## config.mk

```make
export PLATFORM = sky130hd
export DESIGN_NAME = uart_tx_frame_ctrl
export DESIGN_NICKNAME = d
export VERILOG_FILES = /design/src/rtl/uart_tx_frame_ctrl.sv
export SDC_FILE = /design/constraint.sdc
export NUM_CORES = 1
export LEC_CHECK = 0
export CORE_MARGIN = 4
export CORE_UTILIZATION = 50
export CTS_CLUSTER_SIZE = 14
export DETAILED_ROUTE_END_ITERATION = 12
export PLACE_DENSITY = 0.76
export SLEW_MARGIN = 5
export SYNTH_ARGS = -nofsm -noshare
export SYNTH_HDL_FRONTEND = slang
export SYNTH_SLANG_ARGS = --single-unit
```

## constraint.sdc

```tcl
create_clock -name clk -period 3.7 [get_ports clk]
set_input_delay 0.74 -clock clk [delete_from_list [all_inputs] [get_ports clk]]
set_output_delay 0.74 -clock clk [all_outputs]
set_load 0.03 [all_outputs]
```

## src/rtl/uart_tx_frame_ctrl.sv

```systemverilog
// UART transmit frame controller: sequences start, data (LSB first), optional
// parity and stop bits, and drives the select lines of the TX output mux.
module uart_tx_frame_ctrl #(
    parameter int DATA_WIDTH = 8
) (
    input  logic                  clk,
    input  logic                  rst,
    input  logic [DATA_WIDTH-1:0] p_data,
    input  logic                  data_valid,
    input  logic                  par_en,
    input  logic                  par_typ,
    output logic                  ser_data,
    output logic                  par_bit,
    output logic [1:0]            mux_select,
    output logic                  busy
);

    localparam int CW = (DATA_WIDTH > 1) ? $clog2(DATA_WIDTH) : 1;
    localparam logic [CW-1:0] LAST = CW'(DATA_WIDTH - 1);

    typedef enum logic [2:0] {IDLE, START, DATA, PARITY, STOP} state_t;

    state_t                state, state_nxt;
    logic [DATA_WIDTH-1:0] shift_reg;
    logic [CW-1:0]         cnt;
    logic                  par_en_q;
    logic                  accept;
    logic                  last_bit;

    assign last_bit = (cnt == LAST);
    assign ser_data = shift_reg[0];

    // State register; reset aborts any frame in progress at this edge.
    always_ff @(posedge clk) begin
        if (!rst) state <= IDLE;
        else      state <= state_nxt;
    end

    // Next-state logic plus state-decoded mux select, busy and word acceptance.
    always_comb begin
        state_nxt  = state;
        mux_select = 2'b01;
        busy       = 1'b1;
        accept     = 1'b0;
        case (state)
            IDLE: begin
                busy   = 1'b0;
                accept = data_valid;
                if (data_valid) state_nxt = START;
            end
            START: begin
                mux_select = 2'b00;
                state_nxt  = DATA;
            end
            DATA: begin
                mux_select = 2'b10;
                if (last_bit) state_nxt = par_en_q ? PARITY : STOP;
            end
            PARITY: begin
                mux_select = 2'b11;
                state_nxt  = STOP;
            end
            STOP: begin
                // A pending request here chains straight into the next start bit.
                accept    = data_valid;
                state_nxt = data_valid ? START : IDLE;
            end
            default: begin
                state_nxt = IDLE;
            end
        endcase
    end

    // Datapath: latch the word and its parity on acceptance, shift out during DATA.
    always_ff @(posedge clk) begin
        if (!rst) begin
            shift_reg <= '0;
            cnt       <= '0;
            par_bit   <= 1'b0;
            par_en_q  <= 1'b0;
        end else begin
            if (accept) begin
                shift_reg <= p_data;
                par_en_q  <= par_en;
                par_bit   <= (^p_data) ^ par_typ;
            end else if (state == DATA) begin
                shift_reg <= shift_reg >> 1;
            end
            if (state == START) begin
                cnt <= '0;
            end else if (state == DATA) begin
                // Park at zero after the last bit so the count never runs past the top.
                cnt <= last_bit ? '0 : cnt + 1'b1;
            end
        end
    end

endmodule

```

# Yosys cells after proc, flatten, opt, wreduce, memory -nomap -nowiden

Cells that the tools add are included.

Eq/ne operators: 7
Reduce and logical (&&, ||, !) cells: 6
Multiplexer cells: 11
$add $sub $neg: 1
Bitwise operators: 2

Operator list:

| kind                                                | count |
|---|---|
| two-way mux 8 bit                                   | 2 |
| one-hot mux 3 bit (5 select lines)                  | 1 |
| two-way mux 3 bit                                   | 4 |
| parity 8 bit                                        | 1 |
| equality test 3 x 2 -> 1 bit, second input constant | 2 |
| equality test 3 bit, second input constant          | 2 |
| one-hot mux 2 bit (3 select lines)                  | 1 |
| != test 2 bit, second input constant                | 2 |
| OR reduction 2 bit                                  | 2 |
| adder 3 x 1 -> 3 bit, second input constant         | 1 |
| equality test 3 x 1 -> 1 bit, second input constant | 1 |
| zero test 3 bit                                     | 1 |
| two-way mux 1 bit                                   | 3 |
| AND reduction 2 bit                                 | 1 |
| nonzero test 2 bit                                  | 1 |
| inverter 1 bit                                      | 1 |
| XOR 1 bit                                           | 1 |

Flip-flop bits (word level): 16
Logic and storage cells: 32
Input port bits: 13

# Depth between registers and ports, before layout

Word-level depth: 4
Depth in mapped cells: 6
Mapped depth without buffers: 6

# Worst setup path after synthesis

Ideal clock, no wire load.

Path kind: register to output
From: register state[0]
To: output port busy
Stages on the path, launching flop included: 4
Arrival time: 1.104 ns
Slack: 1.856 ns
Required time: 2.960 ns
Cell sequence: dfxtp_1 -> buf_2 -> buf_2 -> or3_1

Cells in the longest elaborated chain, start to end: 2

RTL lines:

| what                   | line | text |
|---|---|---|
| start, declared        | 23   | `state_t state, state_nxt;` |
| start signal, assigned | 36   | `else state <= state_nxt;` |
| zero test 3 bit        | 45   | `case (state)` |
| two-way mux 1 bit      | 45   |  |
| end, declared          | 15   | `output logic busy` |

Every way passes these cells.

# Worst setup path after layout

From: register state[1]
To: output port mux_select[1]

Cells in the longest elaborated chain, start to end: 2

RTL lines:

| what                                                                                | line | text |
|---|---|---|
| equality test 3 x 2 -> 1 bit / equality test 3 x 1 -> 1 bit (equally long branches) | 45   |  |
| one-hot mux 2 bit (3 select lines) *                                                | 45   |  |
| end, declared                                                                       | 14   | `output logic [1:0] mux_select,` |

Mark *: on every way between the ends. The rest lies on a longest branch, timed or not.

==> results_dict.tcl <==
set metrics [dict create \
    cts_tree "built" \
    drc 0 \
    cp_num_buf_inv 2 \
    routed-via-count 824 \
    required_ns 2.96 \
    area_delta_synth_final_pct 20.7 \
    p_sw_share_pct 39.9 \
    gp_congestion 0.758 \
    synth-edff-count 0 \
    relSlewSlack_pct 52.5 \
    io_buffers 17 \
    period_share_pct 71.1 \
    fin_nets 139 \
    core_area_sq_um 1750 \
    ir_drop_v 0.000358 \
    synth_compound_area_share_pct 23.7 \
    hold_viol_final 0 \
    top_layer "met4" \
    cts.clk_slew.worst_paths_ns 0.10 \
    leakage_nw 0.438 \
    routedWlPerCell_microns 13.5 \
    ioPinCount 18 \
    slew_violations 0 \
    cell_internal_pwr_mw 0.396 \
    syn_area_sq_um 938 \
    synth_flop_cell "dfxtp_1" \
    setup_viol 0 \
    clock_path_buffers 2 \
    antenna-diode-count 0 \
    slowest_stage "clkdlybuf4s50_1" \
    clock_latency_ns 0.29 \
    drv_cap 0 \
    drive_gt1_share_pct 11.4 \
    tightest_slew_ns 0.710 \
    critPathMaxFanout 13 \
    dieArea_sq_um 2630 \
    hold_path.class "flip-flop to flip-flop" \
    hold_end "par_bit" \
    syn_inst 109 \
    fillers 153 \
    outcome "finished clean" \
    path_delay_family "buffers and inverters" \
    die_h_microns 51.3 \
    grt_max_degree 16 \
    wl_met1_microns 893 \
    cp_cell_sequence "nand2b_1 -> inv_1 -> clkdlybuf4s50_1" \
    synthDistinctLibCells 36 \
    critPathArrivalTime_ns 1.89 \
    cp.depth 3 \
    grt.total_usage_pct 18.1 \
    slowest_delay_ns 0.67 \
    cts_buffers 3 \
    final_cell_mix "21 x nand2_1, 17 x clkdlybuf4s50_1, 16 x dfxtp_1, 11 x nor2_1" \
    htree_levels 1 \
    switchingPower_mw 0.262 \
    yosysWarnings 0 \
    dr_wl_met3_microns 98 \
    async_flop_share_pct 0 \
    drt-pass1-iter-count 4 \
    syn_area_per_cell_sq_um 8.61 \
    fp.dieW_microns 51.3 \
    grt_overflow_total 0 \
    hold_start "par_bit" \
    hold_buffers 0 \
    initial_core_util_pct 53.8 \
    pwr-share-clk_pct 18.2 \
    grt_pass1_vias 863 \
    r2r_start "state[1]" \
    register_area_sq_um 320 \
    tns_ns 0 \
    placed_area_sq_um 1100 \
    place_hpwl_microns 1450 \
    routed_via_density 5.57 \
    cts_resized 0 \
    cts_root_buf "clkbuf_4" \
    post-cts-setup-buffer-count 0 \
    design_area_sq_um 1130 \
    largest_reg_flops 8 \
    synth_adder_area_share_pct 2.67 \
    cts.sinks 16 \
    synth-seq-cells 16 \
    min_path_cells 2 \
    combPwrFrac_pct 43.5 \
    fin_crit_ns 2.63 \
    synth_mux_area_share_pct 0 \
    rr_worst_depth 4 \
    start_kind "flip-flop" \
    syn_nets 124 \
    yosys.area_share.simple_pct 25.2 \
    r2r_slack_ns 1.96 \
    grt_pass1_wl_microns 3620 \
    synth_xor_area_share_pct 8.00 \
    dr_wl_met2_microns 987 \
    seq_area_frac_synth_pct 34.1 \
    final_common_cell "nand2_1" \
    synth_top_family_by_area "simple AND/OR/NAND/NOR gates" \
    finClkSkew_ns 0.00341 \
    pwr-share-seq_pct 38.3 \
    drt_iter0_drc 18 \
    power_density_nw_per_um2 581 \
    postRouteAntennaNets 0 \
    multiInputGateArea_sq_um 559 \
    fp-row-count 15 \
    grt_setup_unrepaired "no" \
    drt_wl_total_microns 2000 \
    crit_type "flip-flop to output port" \
    antenna_found_initial 0 \
    reg2reg_to "shift_reg[5]" \
    fin_util_pct 64.9 \
    end_kind "output port" \
    timing.fmax_mhz 380 \
]
[Yosys cell counts, types with 2 or more instances]
| cell | count | area, sq um |
|---|---|---|
| xnor2_1 | 4 | 35.0 |
| buf_4 | 2 | 15.0 |
| nor2_1 | 11 | 41.3 |
| and2_1 | 4 | 25.0 |
| clkbuf_1 | 2 | 7.51 |
| a311oi_2 | 6 | 90.1 |
| a2bb2oi_1 | 2 | 17.5 |
| ha_1 | 2 | 25.0 |
| xor2_1 | 2 | 17.5 |
| nand2_1 | 21 | 78.8 |
| a21oi_1 | 6 | 30.0 |
| buf_2 | 2 | 10.0 |
| o21ai_1 | 4 | 20.0 |
| dfxtp_1 | 16 | 320 |
| inv_1 | 3 | 11.3 |
| nand2b_1 | 2 | 12.5 |
[cell type report]
cell class	instances	area share, %
inverters	4	1.33
repair buffers	17	15.0
well taps	25	2.76
multi-input cells	82	49.4
clock buffers	4	3.20
flip-flops and latches	16	28.3
[power by group through the flow]
stage	Combinational [mW]	Clock (mW)	Sequential (mW)
4_1_cts	0.287	0.120	0.252
3_3_place_gp	0.276	0	0.253
2_1_floorplan	0.233	0	0.240
6_report	0.286	0.120	0.252
5_1_grt	0.318	0.131	0.259
3_5_place_dp	0.286	0	0.256
[worst reg2reg max path, cell delays in order (launching register included)]
cell and delay, ns:
dfxtp_1 0.63, nand2b_1 0.19, a21oi_4 0.44, nor2_1 0.13, a311oi_2 0.27
[per-layer routing]
layer | vias up | GRT usage (%)
met5 | - | 0
met4 | 0 | 4.80
met3 | 3 | 4.66
met2 | 18 | 33.0
met1 | 395 | 20.6
li1 | 408 | -
[metrics by stage]
step | instances | hold WS (ns) | total power [mW] | setup slack (ns)
floorplan | 109 | 0.476 | 0.473 | 1.86
global placement | 144 | 0.489 | 0.529 | 1.33
detailed placement | 144 | 0.484 | 0.542 | 1.21
CTS | 148 | 0.507 | 0.659 | 1.07
global route | 148 | 0.549 | 0.708 | 0.952
finish | 148 | 0.497 | 0.658 | 1.07
[logic make-up after synthesis]
group	Yosys count
fa+ha+maj	2
compound gates	25
buf+inv	11
simple gates	48
xor+xnor	7
flops	16
[worst max path at each step]
stage | start | to | slack [ns]
floorplan | state[0] | busy | 1.86
global placement | data_valid | shift_reg[1] | 1.33
detailed placement | data_valid | shift_reg[5] | 1.21
CTS | state[1] | mux_select[1] | 1.07
global route | state[0] | mux_select[0] | 0.95
finish | state[1] | mux_select[1] | 1.07
Note: power is estimated with default switching activity, not from simulation.
